`src/rtl/uart_cmd_parser.sv`:
```
// Host command decoder: "l"/"a" + 4 BCD digits + CR commit time/alarm, "@" toggles alarm enable.
// All pulses, digit outputs and echo are registered one cycle after the rx strobe; no backpressure.
module uart_cmd_parser #(
  parameter int         TIMEOUT = 240000,
  parameter bit         ECHO    = 1'b1,
  parameter logic [7:0] CR_CHAR = 8'h0d
) (
  input  logic       clk12m,
  input  logic       rst_n,
  input  logic [7:0] rx_data,
  input  logic       rx_data_rdy,
  output logic       ld_time,
  output logic       ld_alarm,
  output logic       alarm_tgl,
  output logic [3:0] mtens,
  output logic [3:0] mones,
  output logic [3:0] stens,
  output logic [3:0] sones,
  output logic       cmd_err,
  output logic [7:0] tx_data,
  output logic       tx_data_rdy
);

  localparam int CW = (TIMEOUT > 1) ? $clog2(TIMEOUT + 1) : 1;

  typedef enum logic [1:0] {IDLE, DIG, WAIT_CR} state_t;

  state_t          state, state_nxt;
  logic [1:0]      idx, idx_nxt;
  logic            kind, kind_nxt;   // 1 = alarm command
  logic [3:0][3:0] shadow, shadow_nxt;
  logic [CW-1:0]   cnt, cnt_nxt;
  logic            commit;
  logic            ld_time_nxt, ld_alarm_nxt, alarm_tgl_nxt, cmd_err_nxt;

  logic is_l, is_a, is_dig, dig_ok;

  assign is_l   = (rx_data == 8'h6c) || (rx_data == 8'h4c);
  assign is_a   = (rx_data == 8'h61) || (rx_data == 8'h41);
  assign is_dig = (rx_data >= 8'h30) && (rx_data <= 8'h39);
  // Tens positions (even index) only allow 0-5
  assign dig_ok = is_dig && (rx_data[3:0] <= (idx[0] ? 4'd9 : 4'd5));

  always_comb begin
    state_nxt     = state;
    idx_nxt       = idx;
    kind_nxt      = kind;
    shadow_nxt    = shadow;
    cnt_nxt       = cnt;
    commit        = 1'b0;
    ld_time_nxt   = 1'b0;
    ld_alarm_nxt  = 1'b0;
    alarm_tgl_nxt = 1'b0;
    cmd_err_nxt   = 1'b0;

    if (rx_data_rdy) begin
      cnt_nxt = '0;
      if (is_l || is_a) begin
        state_nxt = DIG;
        idx_nxt   = 2'd0;
        kind_nxt  = is_a;
      end else begin
        case (state)
          IDLE: begin
            if (rx_data == 8'h40) alarm_tgl_nxt = 1'b1;
          end
          DIG: begin
            if (dig_ok) begin
              shadow_nxt[idx] = rx_data[3:0];
              idx_nxt         = idx + 2'd1;
              if (idx == 2'd3) state_nxt = WAIT_CR;
            end else begin
              cmd_err_nxt = 1'b1;
              state_nxt   = IDLE;
            end
          end
          default: begin
            if (rx_data == CR_CHAR) begin
              commit       = 1'b1;
              ld_time_nxt  = ~kind;
              ld_alarm_nxt = kind;
            end else begin
              cmd_err_nxt = 1'b1;
            end
            state_nxt = IDLE;
          end
        endcase
      end
    end else if (state != IDLE && TIMEOUT != 0) begin
      if (cnt == CW'(TIMEOUT - 1)) begin
        cmd_err_nxt = 1'b1;
        state_nxt   = IDLE;
        cnt_nxt     = '0;
      end else begin
        cnt_nxt = cnt + CW'(1);
      end
    end
  end

  always_ff @(posedge clk12m or negedge rst_n) begin
    if (!rst_n) begin
      state       <= IDLE;
      idx         <= 2'd0;
      kind        <= 1'b0;
      shadow      <= '0;
      cnt         <= '0;
      ld_time     <= 1'b0;
      ld_alarm    <= 1'b0;
      alarm_tgl   <= 1'b0;
      cmd_err     <= 1'b0;
      mtens       <= 4'd0;
      mones       <= 4'd0;
      stens       <= 4'd0;
      sones       <= 4'd0;
      tx_data     <= 8'h00;
      tx_data_rdy <= 1'b0;
    end else begin
      state       <= state_nxt;
      idx         <= idx_nxt;
      kind        <= kind_nxt;
      shadow      <= shadow_nxt;
      cnt         <= cnt_nxt;
      ld_time     <= ld_time_nxt;
      ld_alarm    <= ld_alarm_nxt;
      alarm_tgl   <= alarm_tgl_nxt;
      cmd_err     <= cmd_err_nxt;
      if (commit) begin
        mtens <= shadow[0];
        mones <= shadow[1];
        stens <= shadow[2];
        sones <= shadow[3];
      end
      tx_data_rdy <= ECHO && rx_data_rdy;
      if (ECHO && rx_data_rdy) tx_data <= rx_data;
    end
  end

endmodule
```
`config.mk`:
```
export PLATFORM = sky130hd
export DESIGN_NAME = uart_cmd_parser
export DESIGN_NICKNAME = d
export VERILOG_FILES = /design/src/rtl/uart_cmd_parser.sv
export SDC_FILE = /design/constraint.sdc
export NUM_CORES = 1
export LEC_CHECK = 0
export CAP_MARGIN = 10
export CORE_AREA = 2 2 82 84
export CTS_CLUSTER_DIAMETER = 200
export DETAILED_ROUTE_END_ITERATION = 7
export DIE_AREA = 0 0 84 86
export PLACE_DENSITY = 0.72
export SLEW_MARGIN = 40
export SYNTH_ARGS = -nofsm -noshare
export SYNTH_HDL_FRONTEND = slang
export SYNTH_SLANG_ARGS = --single-unit
```
`constraint.sdc`:
```
create_clock -name clk12m -period 6.31 [get_ports clk12m]
set_input_delay 0.9465 -clock clk12m [delete_from_list [all_inputs] [get_ports clk12m]]
set_output_delay 0.9465 -clock clk12m [all_outputs]
set_load 0.05 [all_outputs]
```
==> impl_results.html <==
<table>
<tr><th>Metric</th><th>Value</th></tr>
<tr><th colspan="2">Yosys</th></tr>
<tr><td>Parity-gate share of the synthesized area counting xor and xnor cells</td><td>under 10%</td></tr>
<tr><td>Post-Syn Area</td><td>3080 sq um</td></tr>
<tr><td>Mean Syn Cell Area</td><td>about 12 sq um</td></tr>
<tr><td>Number of distinct library cells after synthesis</td><td>47</td></tr>
<tr><td>Complex-gate fraction of the synthesized area</td><td>4.59%</td></tr>
<tr><td>Post-Syn Nets</td><td>between 200 and 300</td></tr>
<tr><td>Fraction of the yosys area taken by sequential cells</td><td>between 50% and 60%</td></tr>
<tr><td>Multiplexer share of the synthesized area</td><td>between 10% and 20%</td></tr>
<tr><td>Largest family of logic cells by synthesized area</td><td>multiplexers</td></tr>
<tr><td>Gate count after technology mapping</td><td>255</td></tr>
<tr><td>Share of synthesized cell area in and, or, nand and nor gates</td><td>~15%</td></tr>
<tr><td>Post-Synth Adder-Cell Area</td><td>under 10%</td></tr>
<tr><td>Number of flops mapped to enable cells by yosys</td><td>0</td></tr>
<tr><td>Seq cells post-synth</td><td>68</td></tr>
<tr><td>Yosys warning total</td><td>0</td></tr>
<tr><td>Most used flip-flop cell after synthesis</td><td>sky130_fd_sc_hd__dfrtp_1</td></tr>
<tr><td>Proportion of synthesized flip-flops having asynchronous set or reset</td><td>100%</td></tr>
<tr><th colspan="2">Global routing</th></tr>
<tr><td>Global-route wire length before repair</td><td>10400 um</td></tr>
<tr><td>Maximum number of pins on one net before global-route repair</td><td>46</td></tr>
<tr><td>Vias in the first global route</td><td>approximately 2100</td></tr>
<tr><td>Remaining Overflow, GRT</td><td>0</td></tr>
<tr><td>Initial antenna violation count</td><td>0</td></tr>
<tr><td>Total track usage</td><td>around 19%</td></tr>
<tr><th colspan="2">Floorplan</th></tr>
<tr><td>Number of ports placed on the die boundary</td><td>40</td></tr>
<tr><td>Area of the core region</td><td>~6300 sq um</td></tr>
<tr><td>Full die area</td><td>between 7000 and 8000 sq um</td></tr>
<tr><td>Die Wd</td><td>between 80 and 90 um</td></tr>
<tr><td>Initial standard-cell utilization of the core</td><td>just under 50%</td></tr>
<tr><td>Rows</td><td>29</td></tr>
<tr><td>Vert. Die Dim</td><td>around 86 um</td></tr>
<tr><th colspan="2">CTS</th></tr>
<tr><td>Reg clk slew, reported paths</td><td>approximately 0.070 ns</td></tr>
<tr><td>Post-CTS Setup Repair Bufs</td><td>0</td></tr>
<tr><td>CTS tree</td><td>built</td></tr>
<tr><td>Source-to-sink clock delay at the later pin of the worst-skew pair</td><td>between 0.3 and 0.4 ns</td></tr>
<tr><td>Max Root-Sink Buffers</td><td>2</td></tr>
<tr><td>CTS Buf Count</td><td>9</td></tr>
<tr><td>Hold buffer count at CTS</td><td>0</td></tr>
<tr><td>Post-cts repair resize count</td><td>0</td></tr>
<tr><td>Maximum level of the CTS H-tree</td><td>3</td></tr>
<tr><td>TritonCTS sink count</td><td>between 60 and 70</td></tr>
<tr><td>Cell chosen for the clock root</td><td>sky130_fd_sc_hd__clkbuf_8</td></tr>
<tr><th colspan="2">Routing</th></tr>
<tr><td>Vias per cell</td><td>between 5 and 6</td></tr>
<tr><td>DRC Markers</td><td>0</td></tr>
<tr><td>Routed len/inst</td><td>between 15 and 20 um</td></tr>
<tr><td>Remaining antenna violation count after routing</td><td>0</td></tr>
<tr><td>Wire length reported by the detailed router</td><td>5970 um</td></tr>
<tr><td>Initial drt markers</td><td>95</td></tr>
<tr><td>Number of iterations in the first detailed-routing pass</td><td>4</td></tr>
<tr><td>Routed vias</td><td>~2000</td></tr>
<tr><th colspan="2">Timing</th></tr>
<tr><td>Max-Slew Margin vs Limit</td><td>between 50 and 60%</td></tr>
<tr><td>Slew at the pin closest to its max-slew limit</td><td>roughly 0.74 ns</td></tr>
<tr><td>Setup repair after global routing missed its margin</td><td>no</td></tr>
<tr><td>Final period utilization</td><td>around half</td></tr>
<tr><td>Setup-failing EPs final</td><td>0</td></tr>
<tr><td>Tmin final</td><td>between 3 and 4 ns</td></tr>
<tr><td>Fmax achieved</td><td>306 MHz</td></tr>
<tr><td>Final count of hold timing violations</td><td>0</td></tr>
<tr><td>Setup TNS</td><td>0 ns</td></tr>
<tr><td>Max Transition Viols Final</td><td>0</td></tr>
<tr><td>Worst-case clock skew</td><td>0.00708 ns</td></tr>
<tr><th colspan="2">Hold path</th></tr>
<tr><td>End of the worst hold path</td><td>ld_time</td></tr>
<tr><td>Critical hold path startpoint</td><td>kind</td></tr>
<tr><td>WHS Path Cells</td><td>1</td></tr>
<tr><td>Class of the tightest hold or removal check</td><td>reg -&gt; reg</td></tr>
<tr><th colspan="2">Cells and area</th></tr>
<tr><td>Count of antenna diodes in the layout</td><td>0</td></tr>
<tr><td>Post-layout utilization of the core</td><td>approximately three fifths</td></tr>
<tr><td>Area of combinational cells with multiple inputs</td><td>between 1000 and 1500 sq um</td></tr>
<tr><td>Nets</td><td>~320</td></tr>
<tr><td>Storage element area</td><td>~1700 sq um</td></tr>
<tr><td>Synthesis-to-finish area growth</td><td>24.6%</td></tr>
<tr><td>Fill cell instance count of the final layout</td><td>between 500 and 600</td></tr>
<tr><td>Fraction of final layout cells sized beyond drive strength 1</td><td>between 20 and 25%</td></tr>
<tr><th colspan="2">Worst setup path</th></tr>
<tr><td>Number of cells on the worst reg-to-reg path</td><td>7</td></tr>
<tr><td>Required time at the endpoint of the critical path</td><td>6.53 ns</td></tr>
<tr><td>Critical path, cell by cell</td><td>clkdlybuf4s50_1 &gt; ha_1 &gt; a21oi_1 &gt; a31oi_1 &gt; a211oi_1 &gt; and3_1 &gt; mux2_2</td></tr>
<tr><td>Critical path start-end classification</td><td>in -&gt; reg</td></tr>
<tr><td>Type of destination of the critical path</td><td>flop</td></tr>
<tr><td>Cell with the largest stage delay on the worst path</td><td>sky130_fd_sc_hd__clkdlybuf4s50_1</td></tr>
<tr><td>Terminus of the critical flop-to-flop path</td><td>shadow[13]</td></tr>
<tr><td>Critical Path Start Type</td><td>primary input</td></tr>
<tr><td>Largest delay contributor family on the critical path</td><td>compound AO/OA/AOI/OAI gates</td></tr>
<tr><td>Worst path max stage delay</td><td>0.71 ns</td></tr>
<tr><td>Register-to-register setup slack</td><td>~3.8 ns</td></tr>
<tr><td>Critical Path AT</td><td>about 3.5 ns</td></tr>
<tr><td>Maximum fanout along the worst path</td><td>10</td></tr>
<tr><td>Buf+Inv Stages, Crit Path</td><td>1</td></tr>
<tr><td>FF-to-FF Start</td><td>idx[0]</td></tr>
<tr><th colspan="2">Run</th></tr>
<tr><td>Max-cap violations</td><td>0</td></tr>
<tr><th colspan="2">Power</th></tr>
<tr><td>Leak</td><td>~1.8 nW</td></tr>
<tr><td>Maximum vdd ir drop</td><td>about 240 uV</td></tr>
<tr><td>Power density cells</td><td>271 nW/um^2</td></tr>
<tr><th colspan="2">Outcome</th></tr>
<tr><td>Result of the run</td><td>completed</td></tr>
<tr><th colspan="2">Place</th></tr>
<tr><td>Placer congestion estimate</td><td>around 0.80</td></tr>
<tr><td>I/O Buffers</td><td>39</td></tr>
<tr><td>Detailed placer's ending HPWL</td><td>between 4000 and 5000 um</td></tr>
</table>
registers in the layout (all words and copies together), names as in the netlist, 2 cells and up:
register,count
cnt,18
shadow,16
tx_data,8
mones,4
mtens,4
sones,4
stens,4
idx,2
state,2
worst register-to-register path: cells and delay by family (launching register included):
kind	cells	cell delay [ns]
adders and majority gates	1	0.31
muxes	1	0.37
buffers and inverters	1	0.11
and+or+nand+nor	1	0.41
DFF	1	0.45
AOI/OAI and AO/OA	3	0.72
kinds of logic (layout without fill, tap and decap cells):
logic type	count (synthesis)	after routing
mux	42	42
buf+inv	20	68
xor+xnor	11	11
compound gates	21	21
flops	68	68
fa+ha+maj	7	7
simple gates	86	86
layer usage:
| metal | part of all wire (%) | track usage [%] |
|---|---|---|
| met1 | 49 | 26.5 |
| met2 | 46 | 27.9 |
| met3 | 3.2 | 3.08 |
| met4 | 1.5 | 8.36 |
| met5 | 0 | 0 |
cell type report:
cell class	instances	share of cell area [%]
sequential	68	44.4
multi-input combinational	167	33.7
timing repair buffer	41	10.6
clock inverter	6	4.14
clock buffer	10	3.59
tap	77	2.51
inverter	11	1.08
cell usage after synthesis (all sizes together) (2+ instances only):
master / number / area (sq um)
xor2: 3 / 26.3
nor3: 8 / 45.0
and3: 5 / 31.3
nor4: 2 / 12.5
mux2i: 2 / 20.0
buf: 3 / 21.3
dfrtp: 68 / 1700
ha: 7 / 87.6
inv: 11 / 41.3
or3: 2 / 12.5
xnor2: 8 / 70.1
or2: 2 / 12.5
nand4: 6 / 37.5
nand3: 14 / 82.6
nor2: 20 / 75.1
a211oi: 2 / 15.0
nand2: 16 / 62.6
mux2: 40 / 480
a21oi: 3 / 15.0
or4: 3 / 26.3
a21o: 2 / 15.0
o21ai: 6 / 30.0
clkbuf: 6 / 22.5
or4b: 2 / 20.0
power by group:
group,total (mW),switching [mW],internal [mW],leakage (nW)
clock,0.516,0.162,0.354,0.147
sequential,0.450,0.00608,0.444,0.923
combinational,0.0720,0.0473,0.0247,0.701
total,1.04,0.216,0.822,1.77
stage by stage:
step | instance area [sq um] | hold slack, ns | power, mW | std cells | setup WS (ns)
CTS | 3830 | 0.476 | 1.05 | 380 | 3.03
global placement | 3520 | 0.461 | 0.528 | 363 | 2.75
detailed placement | 3540 | 0.467 | 0.531 | 364 | 2.66
finish | 3830 | 0.480 | 1.04 | 380 | 3.05
global route | 3830 | 0.505 | 1.07 | 380 | 2.81
floorplan | 3080 | 0.436 | 0.494 | 255 | 3.65
worst max-delay path by stage:
stage,endpoint,start,depth (start not counted),slack (ns)
after CTS,shadow[13],rx_data[3],7,3.03
after global placement,shadow[15],rx_data[3],7,2.75
after detailed placement,shadow[15],rx_data[3],7,2.66
final,shadow[13],rx_data[3],7,3.05
after floorplan,shadow[13],rx_data[3],6,3.65
after global routing,shadow[13],rx_data[3],7,2.81
placed cells by master, fill, tap and decap left out, types with 2 or more instances in the layout:
master	Yosys	routed
sky130_fd_sc_hd__mux2_2	32	32
sky130_fd_sc_hd__a211oi_1	2	2
sky130_fd_sc_hd__xnor2_1	8	8
sky130_fd_sc_hd__nand2_1	15	15
sky130_fd_sc_hd__ha_1	7	7
sky130_fd_sc_hd__nor4_1	2	2
sky130_fd_sc_hd__o21ai_0	5	5
sky130_fd_sc_hd__clkdlybuf4s50_1	0	37
sky130_fd_sc_hd__nand3_1	13	13
sky130_fd_sc_hd__or2_2	2	2
sky130_fd_sc_hd__nor2_1	20	20
sky130_fd_sc_hd__and3_1	5	5
sky130_fd_sc_hd__a21o_1	2	2
sky130_fd_sc_hd__clkbuf_8	0	10
sky130_fd_sc_hd__nor3_1	7	7
sky130_fd_sc_hd__mux2i_1	2	2
sky130_fd_sc_hd__or4_1	2	2
sky130_fd_sc_hd__xor2_1	3	3
sky130_fd_sc_hd__inv_1	10	10
sky130_fd_sc_hd__nand4_1	6	6
sky130_fd_sc_hd__a21oi_1	3	3
sky130_fd_sc_hd__dfrtp_1	68	68
sky130_fd_sc_hd__or3_1	2	2
sky130_fd_sc_hd__buf_2	2	2
sky130_fd_sc_hd__bufinv_16	0	5
sky130_fd_sc_hd__mux2_4	8	8
No activity file was read; power rests on OpenSTA's default activity.
==> patch 1: new RTL, same settings <==
Register the output `cmd_err` once more, with the module's reset; this adds one clock of latency there. The other outputs are not delayed to match.
--- a/src/rtl/uart_cmd_parser.sv
+++ b/src/rtl/uart_cmd_parser.sv
@@ -25,4 +25,6 @@
 
   typedef enum logic [1:0] {IDLE, DIG, WAIT_CR} state_t;
+
+  logic cmd_err_s0;
 
   state_t          state, state_nxt;
@@ -108,5 +110,5 @@
       ld_alarm    <= 1'b0;
       alarm_tgl   <= 1'b0;
-      cmd_err     <= 1'b0;
+      cmd_err_s0  <= 1'b0;
       mtens       <= 4'd0;
       mones       <= 4'd0;
@@ -124,5 +126,5 @@
       ld_alarm    <= ld_alarm_nxt;
       alarm_tgl   <= alarm_tgl_nxt;
-      cmd_err     <= cmd_err_nxt;
+      cmd_err_s0  <= cmd_err_nxt;
       if (commit) begin
         mtens <= shadow[0];
@@ -136,3 +138,11 @@
   end
 
+  always_ff @(posedge clk12m or negedge rst_n) begin
+    if (!rst_n) begin
+      cmd_err <= '0;
+    end else begin
+      cmd_err <= cmd_err_s0;
+    end
+  end
+
 endmodule
Formal check against the unedited RTL: not equivalent (a bounded check fails within 4 cycles, from zero or initial values and one cycle with rst_n low).
==> patch 1 against the unedited design <==
Worst setup slack got worse by 0.27 ns. Cell area barely moved. Global-route usage rose by 1.0 points. Total power fell by 15%. Clock power fell by 31%. Synthesized area rose by 2.9%. Sequential cell count rose by 1. Routed wire length rose by 9.2%. Clock skew rose by 0.0046 ns.
==> patch 1: results (changes against the unedited design) <==
* Via count of the first global-routing pass at 2244 (was 2095)
* Worst hold path startpoint: cmd_err_s0 (was kind)
* Pre-CTS WS at 2.49 ns (was 2.66 ns)
* First-pass GRT wire length at 11100 um (was 10400 um)
* Final Net Count at 326 (was 316)
* Status: complete, no violations (unchanged)
* Synth unique cells at 46 (was 47)
* Hold Path Stages at 0 (was 1)
* Initial DRC Count at 167 (was 95)
* Overall routing resource usage at 19.5% (was 18.5%)
* Synth Area in Compound Gates at 7.23% (was 4.59%)
* Syn_nets at 284 (was 273)
* Largest net degree at the start of global routing at 70 (was 46)
* Synth top cells by count: 69 x dfrtp_1, 36 x mux2_2, 16 x nor2_1 (was 68 x dfrtp_1, 32 x mux2_2, 20 x nor2_1)
* Share of cells above drive strength 1 at 21.1% (was 22.8%)
* RR Startpoint: idx[0] (unchanged)
* Maximum VDD drop at 0.156 mV (was 0.242 mV)
* Metal-1 WL at 3330 um (was 2930 um)
* DP Wirelength at 4410 um (was 4080 um)
* Fill count at 510 (was 522)
* Grt met2 use at 28.4% (was 27.9%)
* Worst Path Max Fanout at 11 (was 10)
* Crit path arrival time at 3.76 ns (was 3.49 ns)
* Avg WL per Cell at 16.7 um (was 15.7 um)
* Met1 Use GR at 28.3% (was 26.5%)
* Post-Synth XOR/XNOR Area at 2.49% (was 3.13%)
* Largest cells by area after synthesis: dfrtp_1 55%, mux2_2 13%, ha_1 2.8% (was dfrtp_1 55%, mux2_2 12%, mux2_4 3.9%)
* Seq/Total Area, Yosys at 54.5% (was 55.3%)
* DR WL met2 at 2880 um (was 2760 um)
* Avg Vias per Cell at 5.62 (was 5.34)
* GPL Wtd Cong at 0.845 (was 0.804)
* Mux contribution to synthesized area at 15.3% (was 16.3%)
* M3 GR Usage at 4.04% (was 3.08%)
* Clock skew at 0.0117 ns (was 0.00708 ns)
* Critical Path Slowest Stage Cell: nor3_1 (was clkdlybuf4s50_1)
* Final hold slack at 0.370 ns (was 0.480 ns)
* Met3 wire length at 212 um (was 189 um)
* R2r setup slk at 3.51 ns (was 3.83 ns)
* Adder-cell share of the synthesized area at 2.76% (was 2.85%)
* Hold Path End: cmd_err (was ld_time)
* Final worst-path cycle share at 56.1% (was 51.7%)
* Worst R2R Path Depth at 6 (was 7)
* Pleak at 1.68 nW (was 1.77 nW)
* Top delay family on crit path: compound AO/OA/AOI/OAI gates (unchanged)
-- patch 1: cell count changes after synthesis, sizes merged, moves of 4 or more --
cell	change
o211ai	+4
nand2	-4
nand3	-4
nor2	-4
and3	-4
or3	+6
a21oi	+5
-- patch 1: cell type report --
cell class	count	area, sq um	area share (%)
flip-flops and latches	69	1730	45.1
multi-input cells	177	1360	35.4
repair buffers	43	423	11.0
clock buffers	9	124	3.23
well taps	77	96.3	2.51
clock inverters	7	75.1	1.96
inverters	8	30.0	0.784
-- patch 1: where the power goes --
| part | leakage [nW] | internal, mW | switching [mW] | total, mW |
|---|---|---|---|---|
| combinational | 0.649 | 0.0244 | 0.0485 | 0.0729 |
| sequential | 0.944 | 0.448 | 0.00331 | 0.451 |
| clock | 0.0918 | 0.184 | 0.174 | 0.358 |
| total | 1.68 | 0.656 | 0.226 | 0.882 |
-- patch 1: per-stage QoR --
stage	cell area [sq um]	cells
final	3830	390
after global routing	3830	390
after CTS	3820	389
after detailed placement	3620	373
after floorplan	3170	266
after global placement	3620	373
==> patch 2: new RTL, same flow settings <==
Made on the original files. Change the parameter `TIMEOUT` from 240000 to 120000.
--- a/src/rtl/uart_cmd_parser.sv
+++ b/src/rtl/uart_cmd_parser.sv
@@ -2,5 +2,5 @@
 // All pulses, digit outputs and echo are registered one cycle after the rx strobe; no backpressure.
 module uart_cmd_parser #(
-  parameter int         TIMEOUT = 240000,
+  parameter int         TIMEOUT = 120000,
   parameter bit         ECHO    = 1'b1,
   parameter logic [7:0] CR_CHAR = 8'h0d
Formal check against the unedited RTL: same outputs for any inputs over 10 cycles, from zero or initial values and one cycle with rst_n low; that may be too few to reach the edited logic, so the function may still have changed.
==> patch 2 against the unedited design <==
Clock power down 22%. Synthesized area shrank 2.6%. Cell area shrank 3.9%. Sequential cell count is 1 lower. Routed wire length is 3.5% lower. Total power is 11% lower. Worst setup slack gained 0.22 ns. Critical path type unchanged. Critical endpoint is now shadow[15]. Largest cell class unchanged. Largest power group is now sequential cells.
==> patch 2: results (changes against the unedited design) <==
* DP Area at 0.00346 sq mm (was 0.00354 sq mm)
* Pleak at 1.70 nW (was 1.77 nW)
* Avg Cell Area, Syn at 12.2 sq um (was 12.1 sq um)
* Sequential power at 443 uW (was 450 uW)
* Final Net Count at 310 (was 316)
* Adder-cell share of the synthesized area at 2.92% (was 2.85%)
* Metal-1 WL at 2840 um (was 2930 um)
* Largest cells by area after synthesis: dfrtp_1 56%, mux2_2 15%, nand2_1 3.0% (was dfrtp_1 55%, mux2_2 12%, mux2_4 3.9%)
* Syn_nets at 264 (was 273)
* DP Wirelength at 3960 um (was 4080 um)
* Routed via count at 2029 (was 2030)
* First-pass GRT wire length at 9920 um (was 10400 um)
* Fill count at 511 (was 522)
* Largest power group: sequential cells (was the clock network)
* Status: complete, no violations (unchanged)
* Crit path arrival time at 3.28 ns (was 3.49 ns)
* Overall routing resource usage at 17.7% (was 18.5%)
* Fin util at 58.7% (was 61.1%)
* Grt met2 use at 25.7% (was 27.9%)
* Mux contribution to synthesized area at 15.4% (was 16.3%)
* Pre-CTS WS at 2.83 ns (was 2.66 ns)
* Initial DRC Count at 127 (was 95)
* Critical R2R Capture: shadow[15] (was shadow[13])
* Synth top cells by count: 67 x dfrtp_1, 40 x mux2_2, 24 x nand2_1 (was 68 x dfrtp_1, 32 x mux2_2, 20 x nor2_1)
* Measured slew at the worst slew-check pin at 0.783 ns (was 0.745 ns)
* Total routed wirelength at 5760 um (was 5970 um)
* P_comb at 73.4 uW (was 72.0 uW)
* Seq/Total Area, Yosys at 55.9% (was 55.3%)
* Fin cells at 374 (was 380)
* Maximum VDD drop at 0.147 mV (was 0.242 mV)
* Worst Path Max Fanout at 10 (unchanged)
* R2r setup slk at 4.03 ns (was 3.83 ns)
* P_clk at 404 uW (was 516 uW)
* GPL Wtd Cong at 0.792 (was 0.804)
* DR WL met2 at 2580 um (was 2760 um)
* Largest net degree at the start of global routing at 68 (was 46)
* Final hold slack at 0.467 ns (was 0.480 ns)
* Post-Synth XOR/XNOR Area at 3.22% (was 3.13%)
==> patch 2: worst register-to-register path: cells and delay by family, from the launching register on <==
family                     cells  cell delay [ns]
and+or+nand+nor                2             0.60
AOI/OAI and AO/OA              2             0.37
adders and majority gates      1             0.32
muxes                          1             0.32
DFF                            1             0.44
buffers and inverters          1             0.11
==> patch 2: worst max path at each step <==
stage               slack (ns)  startpoint          to
floorplan                 3.85  rx_data[3]  shadow[12]
global placement          2.91  rx_data[3]   shadow[4]
detailed placement        2.83  rx_data[3]  shadow[15]
CTS                       3.23  rx_data[3]  shadow[15]
global route              3.06  rx_data[3]   shadow[4]
finish                    3.26  rx_data[3]  shadow[15]
==> patch 2: layout make-up <==
type,count,area share (%)
Timing Repair Buffer,40,10.8
Sequential cell,67,45.5
Clock buffer,11,3.84
Clock inverter,5,2.31
Inverter,4,0.407
Multi-Input combinational cell,170,34.6
Tap cell,77,2.61
